==> src/rtl/ps2_rx_fifo_pkg.sv <==
// Shared constants and frame layout for the PS/2 receive FIFO.
package ps2_rx_fifo_pkg;

  localparam int unsigned PS2_FRAME_BITS         = 11;
  localparam logic [7:0]  PS2_BREAK_CODE         = 8'hF0;
  localparam int unsigned DEFAULT_FIFO_DEPTH     = 8;
  localparam int unsigned DEFAULT_TIMEOUT_CYCLES = 50000;
  localparam int unsigned BIT_CNT_W              = 4;

  // Frame as it sits in the shift register once all 11 bits are in (bit0 = start).
  typedef struct packed {
    logic       stop;
    logic       parity;
    logic [7:0] data;
    logic       start;
  } ps2_frame_t;

  // Start low, stop high, odd parity over data plus parity bit.
  function automatic logic frame_ok(input ps2_frame_t f);
    return (!f.start) && f.stop && (^{f.parity, f.data});
  endfunction

endpackage

==> src/rtl/ps2_sync_edge.sv <==
// Two-flop synchronizer for an asynchronous input plus a one-cycle falling-edge pulse.
module ps2_sync_edge (
  input  logic clk,
  input  logic clrn,
  input  logic din,
  output logic fall
);

  logic [2:0] sync_q;

  // Synchronizer stages (0,1) and the previous-value stage (2); idle level is high.
  always_ff @(posedge clk or negedge clrn) begin
    if (!clrn) begin
      sync_q <= 3'b111;
      fall   <= 1'b0;
    end else begin
      sync_q <= {sync_q[1:0], din};
      fall   <= sync_q[2] & ~sync_q[1];
    end
  end

endmodule

==> src/rtl/ps2_rx_fifo.sv <==
// PS/2 keyboard receiver: deserializes 11-bit frames and queues valid scan codes.
module ps2_rx_fifo
  import ps2_rx_fifo_pkg::*;
#(
  parameter int unsigned FIFO_DEPTH     = DEFAULT_FIFO_DEPTH,
  parameter int unsigned TIMEOUT_CYCLES = DEFAULT_TIMEOUT_CYCLES
) (
  input  logic       clk,
  input  logic       clrn,
  input  logic       ps2_clk,
  input  logic       ps2_data,
  input  logic       nextdata_n,
  output logic [7:0] data,
  output logic       ready,
  output logic       overflow,
  output logic       frame_err
);

  localparam int unsigned AW = $clog2(FIFO_DEPTH);
  localparam int unsigned CW = AW + 1;
  localparam int unsigned TW = $clog2(TIMEOUT_CYCLES);

  logic                          ps2_fall;
  logic [1:0]                    data_sync_q;
  logic [PS2_FRAME_BITS-1:0]     frame_q;
  logic [BIT_CNT_W-1:0]          bit_cnt_q;
  logic                          frame_done_q;
  logic [TW-1:0]                 tmo_cnt_q;
  logic                          next_q;
  logic [AW-1:0]                 wr_ptr_q;
  logic [AW-1:0]                 rd_ptr_q;
  logic [CW-1:0]                 count_q;
  logic [7:0]                    mem [FIFO_DEPTH];

  ps2_frame_t                    frame_view_c;
  logic                          frame_valid_c;
  logic                          push_c;
  logic                          pop_c;
  logic [CW-1:0]                 count_nxt_c;

  ps2_sync_edge u_clk_sync (
    .clk  (clk),
    .clrn (clrn),
    .din  (ps2_clk),
    .fall (ps2_fall)
  );

  // Plain two-flop synchronizer for the data line.
  always_ff @(posedge clk or negedge clrn) begin
    if (!clrn) data_sync_q <= 2'b11;
    else       data_sync_q <= {data_sync_q[0], ps2_data};
  end

  // Bit shifter, bit counter and stalled-frame timeout.
  always_ff @(posedge clk or negedge clrn) begin
    if (!clrn) begin
      frame_q      <= '0;
      bit_cnt_q    <= '0;
      frame_done_q <= 1'b0;
      tmo_cnt_q    <= '0;
    end else begin
      frame_done_q <= 1'b0;
      if (ps2_fall) begin
        frame_q   <= {data_sync_q[1], frame_q[PS2_FRAME_BITS-1:1]};
        tmo_cnt_q <= '0;
        if (bit_cnt_q == BIT_CNT_W'(PS2_FRAME_BITS - 1)) begin
          bit_cnt_q    <= '0;
          frame_done_q <= 1'b1;
        end else begin
          bit_cnt_q <= bit_cnt_q + BIT_CNT_W'(1);
        end
      end else if (bit_cnt_q != '0) begin
        if (tmo_cnt_q == TW'(TIMEOUT_CYCLES - 1)) begin
          bit_cnt_q <= '0;
          frame_q   <= '0;
          tmo_cnt_q <= '0;
        end else begin
          tmo_cnt_q <= tmo_cnt_q + TW'(1);
        end
      end else begin
        tmo_cnt_q <= '0;
      end
    end
  end

  // Push/pop qualification and next occupancy.
  always_comb begin
    frame_view_c  = ps2_frame_t'(frame_q);
    frame_valid_c = frame_done_q && frame_ok(frame_view_c);
    push_c        = frame_valid_c && (count_q != CW'(FIFO_DEPTH));
    pop_c         = next_q && !nextdata_n && (count_q != '0);
    count_nxt_c   = count_q;
    if (push_c && !pop_c)      count_nxt_c = count_q + CW'(1);
    else if (!push_c && pop_c) count_nxt_c = count_q - CW'(1);
  end

  // FIFO pointers, occupancy, status flags and the pop edge register.
  always_ff @(posedge clk or negedge clrn) begin
    if (!clrn) begin
      wr_ptr_q  <= '0;
      rd_ptr_q  <= '0;
      count_q   <= '0;
      ready     <= 1'b0;
      overflow  <= 1'b0;
      frame_err <= 1'b0;
      next_q    <= 1'b1;
    end else begin
      next_q  <= nextdata_n;
      count_q <= count_nxt_c;
      ready   <= (count_nxt_c != '0);
      if (push_c) wr_ptr_q <= wr_ptr_q + AW'(1);
      if (pop_c)  rd_ptr_q <= rd_ptr_q + AW'(1);
      if (frame_valid_c && !push_c) overflow <= 1'b1;
      if (frame_done_q && !frame_ok(frame_view_c)) frame_err <= 1'b1;
    end
  end

  // Scan-code storage; contents need no reset.
  always_ff @(posedge clk) begin
    if (push_c) mem[wr_ptr_q] <= frame_view_c.data;
  end

  assign data = mem[rd_ptr_q];

endmodule

==> config.mk <==
export PLATFORM = sky130hd
export DESIGN_NAME = ps2_rx_fifo
export DESIGN_NICKNAME = d
export VERILOG_FILES = /design/src/rtl/ps2_rx_fifo_pkg.sv /design/src/rtl/ps2_sync_edge.sv /design/src/rtl/ps2_rx_fifo.sv
export SDC_FILE = /design/constraint.sdc
export NUM_CORES = 1
export LEC_CHECK = 0
export CORE_UTILIZATION = 50
export CTS_CLUSTER_DIAMETER = 40
export DETAILED_ROUTE_END_ITERATION = 8
export GPL_TIMING_DRIVEN = 1
export PLACE_DENSITY_LB_ADDON = 0.05
export SETUP_SLACK_MARGIN = 0.5
export SLEW_MARGIN = 25
export SYNTH_ARGS = -nofsm -noshare
export SYNTH_HDL_FRONTEND = slang
export SYNTH_SLANG_ARGS = --single-unit
==> constraint.sdc <==
create_clock -name clk -period 3.2 [get_ports clk]
set_input_delay 0.8 -clock clk [delete_from_list [all_inputs] [get_ports clk]]
set_output_delay 0.8 -clock clk [all_outputs]
set_load 0.05 [all_outputs]
==> qor.yml <==
synth:
  synth.avg_cell_area_um2: 15.5
  syn_inst: 314
  synth_area_leaders: "edfxtp_1 (40%), dfrtp_1 (24%), mux4_2 (7.4%)"
  async_reset_ff_share_pct: 44.8
  yosys.area.top_type: "edfxtp_1"
  yosysWarnings: 0
  synth_seq_cells: 116
  netlist_area_um2: 4850
  synthesis.nets: 327
  post_synth_num_cell_types: 44
  yosysSeqAreaShare_pct: 66.5
  ys.flop_type: "edfxtp_1"
  synth_edf_count: 64
  synth.top_cell.area_share_pct: 39.6
cts:
  cts_root_buf: "clkbuf_8"
  cts_buffers: 17
  clk_pin_slew_ps: 60
  cts_tree: "done"
  h-tree-depth: 4
  clock-sinks: 116
  clk_latency_ps: 490
  cts_buffer_depth: 2
cells_and_area:
  final_nets: 369
  ff_latch_area_um2: 3240
  drive_gt1_share_pct: 28.5
  layout_commonest_cell: "edfxtp_1"
  layout_common_cells: "edfxtp_1 (64), dfrtp_1 (40), nor2_1 (28)"
  n_fill_cell: 689
  num_antenna_cells: 0
  multi_input_area_um2: 1560
  syn_to_final_growth_pct: 21.8
floorplanning:
  die_area_um2: 10100
  die_y_um: 101
  row_count: 35
  start_util_pct: 52.0
  fp.dieW_um: 101
  core_um2: 9330
  io_pins: 16
power:
  finalPower_mw: 5.24
  leakagePower_nw: 2.29
  vdd_drop_max_v: 0.000477
  p_per_area_nw_per_um2: 887
outcome:
  status: "completed"
global_route:
  gr-usage-all-layers_pct: 19.1
  grt_first_pass_wirelength_mm: 13.8
  antenna_found_initial: 0
  grt_max_degree: 53
  grt_pass1_vias: 2738
  overflow: 0
worst_setup_path:
  crit_buf_inv: 2
  path_cells: "clkbuf_16, mux4_2, mux2_2, buf_6"
  timing.rr.end: "ready$_DFF_PN0_"
  r2r_slack_ps: 650
  r2r-start: "frame_q[5]$_DFFE_PN0P_"
  crit_required_ps: 2400
  crit_family: "multiplexers"
  crit_path_top_delay_cell: "mux4_2"
  cp-start-kind: "register"
  slowest_delay_ps: 510
  cp.depth: 4
  crit_fanout: 8
  cp_data_arrival_time_ps: 2130
  endpoint_kind: "output port"
  r2r_cells: 6
  critPathKind: "reg2out"
sta:
  clock_skew_ps: 7.57
  relSlewSlack_pct: 57.2
  grt_setup_unrepaired: "yes"
  fin_setup_tns_ps: 0
  worst_slew_pin_slew_ps: 643
  slew_violations: 0
  fin_crit_ps: 2930
  setup_violations: 0
  finalCritPeriodShare_pct: 91.6
  clock.fmax_mhz: 341
  hold_viol: 0
routing:
  drt_pre_antenna_iters: 4
  post-route-drc-count: 0
  routed_wl_mm: 8.44
  initialDrtViolationCount: 129
  ant_nets: 0
  wl_per_cell_um: 17.0
  vias: 2694
  vias_per_cell: 5.41
placed_design:
  numPortBuffers: 15
  gp_congestion: 0.849
  dp_hpwl_mm: 5.18
min_path:
  hold_path_class: "reg2reg"
  min_from: "u_clk_sync.sync_q[0]$_DFF_PN1_"
  whs_path_depth: 0
  holdPathEnd: "u_clk_sync.sync_q[1]$_DFF_PN1_"
flow_run:
  cap_violations: 0
sequential cells by signal, summed over array words and instances (netlist names):
signal,count
mem,64
u_clk_sync.fall,1
frame_err,1
overflow,1
count_q,4
tmo_cnt_q,16
frame_q,11
data_sync_q,2
next_q,1
wr_ptr_q,3
rd_ptr_q,3
u_clk_sync.sync_q,3
bit_cnt_q,4
ready,1
frame_done_q,1
metrics by stage:
| stage | utilization [%] | setup WS [ps] | area (µm²) | instances | hold WS [ps] |
|---|---|---|---|---|---|
| floorplan | - | 585 | 4860 | 314 | 345 |
| global placement | 55.8 | 415 | 5210 | 462 | 346 |
| detailed placement | 55.8 | 391 | 5210 | 462 | 347 |
| CTS | 62.2 | 280 | 5800 | 495 | 356 |
| global route | 63.4 | 206 | 5910 | 498 | 361 |
| finish | 63.4 | 270 | 5910 | 498 | 354 |
cells by family (layout without fill, tap and decap cells):
logic type                 Yosys count  after routing  synth area share [%]
DFF                                116            116                  66.5
and+or+nand+nor                     81             81                  8.38
AOI/OAI and AO/OA                   31             31                  4.87
xor gates and xnor gates            29             29                  6.13
muxes                               29             29                  10.5
buffers and inverters               20             75                  1.55
adders and majority gates            8              8                  2.06
worst max path at each step:
stage | end | startpoint
after floorplan | data[0] | rd_ptr_q[0]$_DFFE_PN0P_
after global placement | ready$_DFF_PN0_ | nextdata_n
after detailed placement | ready$_DFF_PN0_ | nextdata_n
after CTS | data[7] | rd_ptr_q[0]$_DFFE_PN0P_
after global routing | data[0] | rd_ptr_q[0]$_DFFE_PN0P_
final | data[0] | rd_ptr_q[0]$_DFFE_PN0P_
worst reg2reg max path: stages (launching register included):
cell and delay [ps]:
dfrtp_2 470, xor3_1 500, nor3_1 320, mux2i_2 180, a32o_1 290, xor2_1 150, or4_1 520
what timing repair did:
item | 4_1_cts | 5_1_grt
cloned | 0 | 2
hold buffers | 0 | 0
setup buffers | 1 | 1
endpoints found under the setup margin | 8 | 14
gates resized for setup | 4 | 17
where the power goes:
part / leakage [nW] / internal (mW) / total, mW / switching, mW
combinational: 0.769 / 0.753 / 1.47 / 0.718
clock: 0.274 / 1.11 / 1.78 / 0.664
sequential: 1.25 / 1.74 / 2.00 / 0.257
total: 2.29 / 3.60 / 5.24 / 1.64
Yosys cell counts, drive strengths merged, types with 6 or more instances:
library cell,instances
nand2,16
xor2,10
dfstp,6
dfrtp,46
edfxtp,64
a22o,12
ha,8
inv,10
mux2,11
nor2,28
mux4,16
nor3,7
o21ai,6
clkbuf,7
xnor2,16
routing by layer:
layer	part of all wire (%)	track usage, %	vias up	routed length, µm
li1	-	-	1262	-
met1	47	26.2	1378	3960
met2	49	29.1	52	4180
met3	3.0	4.99	2	257
met4	0.53	8.25	0	45
met5	0	0	-	0
area by class of cell:
class | count | area share [%]
Sequential cell | 116 | 54.8
Multi-Input combinational cell | 178 | 26.4
Clock buffer | 17 | 7.01
Timing Repair Buffer | 33 | 5.78
Tap cell | 129 | 2.73
Clock inverter | 15 | 2.69
Inverter | 10 | 0.635
Power figures use the tool's default switching activity.
